==> src/rtl/mips_pkg.sv <==
// Shared constants and state type for the register file, its clear sequencer and its users.
package mips_pkg;

  localparam int DATA_W      = 32;
  localparam int ADDR_W      = 5;
  localparam int REG_ZERO    = 0;
  localparam int REG_SPECIAL = 30;

  typedef enum logic {
    CLEAR = 1'b0,
    RUN   = 1'b1
  } state_t;

endpackage

==> src/rtl/regfile_clear_seq.sv <==
// Post-reset clear sequencer: walks every storage entry once, writing zero, then holds RUN.
//  state | meaning
//  CLEAR | storage being zeroed, ports not live
//  RUN   | clear finished, ready held high until the next reset
module regfile_clear_seq #(
  parameter int ADDR_W    = mips_pkg::ADDR_W,
  parameter int SPEC_ADDR = mips_pkg::REG_SPECIAL
) (
  input  logic              clk,
  input  logic              rst_n,
  output logic              ready,
  output logic              clr_we,
  output logic [ADDR_W-1:0] clr_addr
);
  import mips_pkg::*;

  localparam logic [ADDR_W-1:0] LAST_ADDR = '1;
  localparam logic [ADDR_W-1:0] SPEC      = ADDR_W'(SPEC_ADDR);

  state_t            r_state;
  logic [ADDR_W-1:0] r_clr_ptr;
  logic              r_ready;

  always_ff @(posedge clk) begin
    if (!rst_n) begin
      r_state   <= CLEAR;
      r_clr_ptr <= ADDR_W'(1);
      r_ready   <= 1'b0;
    end else begin
      case (r_state)
        CLEAR: begin
          if (r_clr_ptr == LAST_ADDR) begin
            r_state <= RUN;
            r_ready <= 1'b1;
          end else begin
            r_clr_ptr <= r_clr_ptr + ADDR_W'(1);
          end
        end
        RUN:     r_state <= RUN;
        default: r_state <= CLEAR;
      endcase
    end
  end

  // The special register has no storage behind it, so its slot is skipped.
  assign clr_we   = (r_state == CLEAR) && (r_clr_ptr != SPEC);
  assign clr_addr = r_clr_ptr;
  assign ready    = r_ready;

endmodule

==> src/rtl/regfile_scoreboard.sv <==
// Multi-port register file with write-back bypass, hardwired zero, special register
// and a per-register busy scoreboard that stalls WAW issues.
module regfile_scoreboard #(
  parameter int DATA_W    = mips_pkg::DATA_W,
  parameter int ADDR_W    = mips_pkg::ADDR_W,
  parameter int NREAD     = 2,
  parameter int SPEC_ADDR = mips_pkg::REG_SPECIAL
) (
  input  logic                    clk,
  input  logic                    rst_n,
  output logic                    ready,
  input  logic [NREAD*ADDR_W-1:0] rd_addr,
  output logic [NREAD*DATA_W-1:0] rd_data,
  output logic [NREAD-1:0]        rd_busy,
  input  logic                    iss_valid,
  input  logic [ADDR_W-1:0]       iss_addr,
  output logic                    iss_stall,
  input  logic                    wb_en,
  input  logic [ADDR_W-1:0]       wb_addr,
  input  logic [DATA_W-1:0]       wb_data,
  input  logic [DATA_W-1:0]       sp_in,
  output logic [DATA_W-1:0]       sp_out
);
  import mips_pkg::*;

  localparam int                NREGS = 1 << ADDR_W;
  localparam logic [ADDR_W-1:0] ZERO  = ADDR_W'(REG_ZERO);
  localparam logic [ADDR_W-1:0] SPEC  = ADDR_W'(SPEC_ADDR);

  logic [DATA_W-1:0] r_mem [1:NREGS-1];
  logic [NREGS-1:0]  r_busy;
  logic [NREGS-1:0]  w_busy_nxt;
  logic [DATA_W-1:0] r_sp_out;

  logic              w_ready;
  logic              w_clr_we;
  logic [ADDR_W-1:0] w_clr_addr;
  logic              w_wb_live;
  logic              w_iss_set;
  logic              w_we;
  logic [ADDR_W-1:0] w_waddr;
  logic [DATA_W-1:0] w_wdata;

  regfile_clear_seq #(
    .ADDR_W    (ADDR_W),
    .SPEC_ADDR (SPEC_ADDR)
  ) u_clear_seq (
    .clk      (clk),
    .rst_n    (rst_n),
    .ready    (w_ready),
    .clr_we   (w_clr_we),
    .clr_addr (w_clr_addr)
  );

  assign ready     = w_ready;
  assign w_wb_live = w_ready && wb_en && (wb_addr != ZERO);

  // A write-back retiring the same register this cycle frees the slot for the new producer.
  assign iss_stall = !w_ready ||
                     (iss_valid && (iss_addr != ZERO) && r_busy[iss_addr] &&
                      !(wb_en && (wb_addr == iss_addr)));
  assign w_iss_set = w_ready && iss_valid && !iss_stall && (iss_addr != ZERO);

  // Single storage write port shared between the clear sequencer and write-back.
  assign w_we    = w_ready ? (w_wb_live && (wb_addr != SPEC)) : w_clr_we;
  assign w_waddr = w_ready ? wb_addr : w_clr_addr;
  assign w_wdata = w_ready ? wb_data : '0;

  always_ff @(posedge clk) begin
    if (w_we) begin
      r_mem[w_waddr] <= w_wdata;
    end
  end

  always_comb begin
    w_busy_nxt = r_busy;
    if (w_wb_live) begin
      w_busy_nxt[wb_addr] = 1'b0;
    end
    // Issue set is applied last so it wins over a same-cycle write-back clear.
    if (w_iss_set) begin
      w_busy_nxt[iss_addr] = 1'b1;
    end
    w_busy_nxt[0] = 1'b0;
  end

  always_ff @(posedge clk) begin
    if (!rst_n) begin
      r_busy   <= '0;
      r_sp_out <= '0;
    end else begin
      r_busy <= w_busy_nxt;
      if (w_wb_live && (wb_addr == SPEC)) begin
        r_sp_out <= wb_data;
      end
    end
  end

  assign sp_out = r_sp_out;

  for (genvar k = 0; k < NREAD; k++) begin : g_rd
    logic [ADDR_W-1:0] w_a;
    logic [DATA_W-1:0] w_data;
    logic              w_bsy;

    assign w_a = rd_addr[k*ADDR_W +: ADDR_W];

    always_comb begin
      w_data = '0;
      w_bsy  = 1'b0;
      if (w_a == ZERO) begin
        w_data = '0;
        w_bsy  = 1'b0;
      end else if (w_a == SPEC) begin
        w_data = sp_in;
        w_bsy  = r_busy[w_a];
      end else if (w_ready && wb_en && (wb_addr == w_a)) begin
        w_data = wb_data;
        w_bsy  = 1'b0;
      end else begin
        w_data = r_mem[w_a];
        w_bsy  = r_busy[w_a];
      end
    end

    assign rd_data[k*DATA_W +: DATA_W] = w_data;
    assign rd_busy[k]                  = w_bsy;
  end

endmodule

==> config.mk <==
export PLATFORM = sky130hd
export DESIGN_NAME = regfile_scoreboard
export DESIGN_NICKNAME = d
export VERILOG_FILES = /design/src/rtl/mips_pkg.sv /design/src/rtl/regfile_clear_seq.sv /design/src/rtl/regfile_scoreboard.sv
export SDC_FILE = /design/constraint.sdc
export NUM_CORES = 2
export LEC_CHECK = 0
export BUFFER_PORTS_ARGS = -buffer_cell sky130_fd_sc_hd__buf_2
export CAP_MARGIN = 5
export CORE_ASPECT_RATIO = 1.25
export CORE_MARGIN = 5
export CORE_UTILIZATION = 40
export CTS_CLUSTER_DIAMETER = 30
export DETAILED_ROUTE_END_ITERATION = 8
export GPL_TIMING_DRIVEN = 0
export PLACE_DENSITY = 0.52
export SYNTH_ARGS = -nofsm -noshare
export SYNTH_HDL_FRONTEND = slang
export SYNTH_SLANG_ARGS = --single-unit
==> constraint.sdc <==
create_clock -name clk -period 5.7 [get_ports clk]
set_input_delay 1.14 -clock clk [delete_from_list [all_inputs] [get_ports clk]]
set_output_delay 1.14 -clock clk [all_outputs]
set_load 0.1 [all_outputs]
==> impl_metrics.json <==
{
  "status": "finished with violations",
  "violations": "negative setup slack",
  "synth_common_cells": "992 x edfxtp_1, 350 x mux4_2, 263 x mux2i_1",
  "ctsHoldBuffers": 0,
  "cts_tree": "yes",
  "antenna_left": 0,
  "core_area_sq_um": 127000,
  "r2r-start": "u_clear_seq.ready",
  "synthCells": 3111,
  "cpMaxStageDelayCell": "buf_2",
  "powerDensity_nw_per_um2": 366,
  "yosysUniqueCellTypes": 70,
  "crit_chain": "buf_2, buf_2, and2_0, clkbuf_2, buf_2, a22oi_1, a221o_1, a21oi_1, buf_2",
  "worst_ir_drop_vdd_mv": 0.317,
  "synth_area_per_cell_sq_um": 16.4,
  "gp_congestion": 0.975,
  "fin_nets": 3611,
  "initial_utilization": 0.403,
  "synth_edf_count": 992,
  "hold_depth": 2,
  "slew_headroom": 0.0265,
  "fin_ws_ns": -0.183,
  "insertion_delay_ns": 0.81,
  "crit_required_ns": 4.56,
  "syn_nets": 3202,
  "antenna_found_initial": 4,
  "cp.arrival_ns": 4.74,
  "drcViolationCount": 0,
  "tightestPinTransition_ns": 1.46,
  "clockRootBuffer": "clkbuf_16",
  "cts_buffer_depth": 3,
  "synth.yosys.seq_area_share": 0.611,
  "reg2regPathDepth": 6,
  "hold_viol_final": 0,
  "slowest_delay_ns": 0.53,
  "die_area_sq_um": 135000,
  "path_max_fanout": 10,
  "cp-end-kind": "primary output",
  "crit_family": "buffers and inverters",
  "power.static_leakage_nw": 20.7,
  "holdWs_ns": 0.455,
  "synth.most_common_cell": "edfxtp_1",
  "hpwl_um": 162000,
  "ys_async_sr_fraction": 0,
  "die_height_um": 409,
  "design_area_sq_um": 62200,
  "r2r-end": "r_mem[19][10]",
  "holdPathEnd": "sp_out[1]",
  "timing.critical_path.buf_inv": 5,
  "synth_top_area_cell": "edfxtp_1",
  "grt_overflow": 0,
  "final-setup-viol-count": 26,
  "viasPerCell": 6.69,
  "first_pass_iters": 8,
  "grt_max_degree": 32,
  "min_path_type": "reg -> reg",
  "fmax_mhz": 170,
  "cp_common_cell": "buf_2",
  "cap_viol_max_count": 0,
  "numCtsBuffers": 191,
  "portBuffers": 175,
  "syn-cell-area_sq_um": 51000,
  "io_pins": 188,
  "report.final.slew_viol_count": 0,
  "postCtsSetupBuffers": 0,
  "fillers": 10800,
  "path_clk_slew_ns": 0.05,
  "synth_seq_cells": 1062,
  "grt_pass1_vias": 36100,
  "initialDrtViolationCount": 5218,
  "period_share": 1.03,
  "cts_max_level": 4,
  "rows": 146,
  "reg2reg_slack_ns": 1.96,
  "synth_top_area_frac": 0.584,
  "grt_pass1_wl_um": 301000,
  "hp-start": "sp_out[1]",
  "die_w_um": 330,
  "cp-start-kind": "input pin",
  "synthTopCellsByArea": "edfxtp_1 58%, mux4_2 15%, mux2i_1 5.2%, dfxtp_1 2.7%, a21oi_1 1.3%",
  "yosysWarnings": 0,
  "area_growth_pct": 21.9,
  "grtUsageTotal": 0.327,
  "rsz0062_at_grt": "yes",
  "vias": 36000,
  "worst_clock_skew_ns": 0.0246,
  "cts_sinks": 1062,
  "utilization": 0.491,
  "wl_per_cell_um": 41.8,
  "min_period_ns": 5.88,
  "drive_gt1_frac": 0.329,
  "placed_cell_area_sq_um": 55100,
  "totalWireLength_um": 225000,
  "synthFlopType": "edfxtp_1",
  "crit_type": "in -> out"
}
## worst min-delay path, cell delays in order (launching register included)
cell      delay [ns]
dfxtp_1         0.30
nand2_1         0.04
a21boi_0        0.06
## power by group
group          switching [mW]  internal [mW]
Sequential             0.0522           8.54
Clock                    4.16           7.59
Combinational            1.74          0.659
## through the flow
stage	std cells	setup TNS (ns)	setup slack (ns)	total power [mW]
global placement	4988	-1134.01	-1.62	11.0
CTS	5377	-0.00149	-0.000899	22.7
finish	5387	-1.80	-0.183	22.7
global route	5384	-0.00794	-0.00794	23.2
floorplan	3111	0	0.114	10.2
detailed placement	5023	-25.90	-0.761	11.1
## cell families after synthesis
| logic type | Yosys count | share of synthesized area |
|---|---|---|
| and+or+nand+nor | 375 | 0.0360 |
| adders and majority gates | 3 | 0.000735 |
| buffers and inverters | 287 | 0.0308 |
| xor gates and xnor gates | 18 | 0.00309 |
| DFF | 1062 | 0.611 |
| AOI/OAI and AO/OA | 696 | 0.0974 |
| muxes | 670 | 0.221 |
## layout by cell type (no fill, tap or decap), types with 28 or more instances in the layout
| cell | instances |
|---|---|
| a221oi_1 | 39 |
| o22ai_1 | 66 |
| nor2_4 | 31 |
| mux2_2 | 49 |
| o211ai_1 | 31 |
| edfxtp_1 | 992 |
| o21ai_0 | 60 |
| mux4_2 | 350 |
| nand2_1 | 117 |
| clkbuf_1 | 104 |
| buf_4 | 44 |
| a21oi_1 | 135 |
| clkinvlp_4 | 32 |
| bufinv_16 | 28 |
| and2_1 | 45 |
| o221ai_1 | 66 |
| a22o_1 | 57 |
| nor2_1 | 68 |
| clkbuf_16 | 195 |
| mux2i_1 | 263 |
| a21boi_0 | 34 |
| a221o_1 | 28 |
| buf_12 | 31 |
| buf_2 | 248 |
| clkbuf_2 | 38 |
| dfxtp_1 | 70 |
| a211oi_1 | 35 |
| a22oi_1 | 66 |
## what timing repair did
| action | 4_1_cts | 5_1_grt |
|---|---|---|
| resized for setup | 63 | 27 |
| gates cloned | 0 | 0 |
| hold endpoints to repair | 0 | 0 |
| setup endpoints to repair | 63 | 25 |
## final cells by class
| type | count | area (sq um) | share of cell area |
|---|---|---|---|
| repair buffers | 218 | 1820 | 0.0292 |
| diodes | 3 | 7.51 | 0.000121 |
| flip-flops and latches | 1062 | 31200 | 0.501 |
| clock buffers | 219 | 4990 | 0.0802 |
| inverters | 7 | 26.3 | 0.000422 |
| plain buffers | 278 | 1610 | 0.0259 |
| well taps | 1702 | 2130 | 0.0342 |
| clock inverters | 136 | 1660 | 0.0267 |
| multi-input cells | 1762 | 18800 | 0.302 |
## how the worst max path moves through the flow
stage / start / to / slack [ns] / depth (start not counted)
after floorplan: iss_addr[1] / iss_stall / 0.11 / 6
after global placement: wb_addr[2] / r_mem[29][23] / -1.62 / 7
after detailed placement: rd_addr[7] / rd_busy[1] / -0.76 / 8
after CTS: rd_addr[1] / rd_data[11] / -0.0009 / 10
after global routing: rd_addr[7] / rd_data[60] / -0.008 / 9
final: rd_addr[7] / rd_data[60] / -0.18 / 9
## per-layer routing
layer | GRT usage | vias up | part of all wire
met5 | 0 | - | 0.000089
met4 | 0.185 | 2 | 0.069
met3 | 0.102 | 664 | 0.11
met2 | 0.529 | 2600 | 0.47
met1 | 0.386 | 18800 | 0.35
li1 | - | 14000 | -
## registers in the layout, summed over array words and instances, names as in the netlist
signal	cells
r_mem	992
sp_out	32
r_busy	31
u_clear_seq.clr_addr	5
u_clear_seq.r_state	1
u_clear_seq.ready	1
Note: power is estimated with default switching activity, not from simulation.
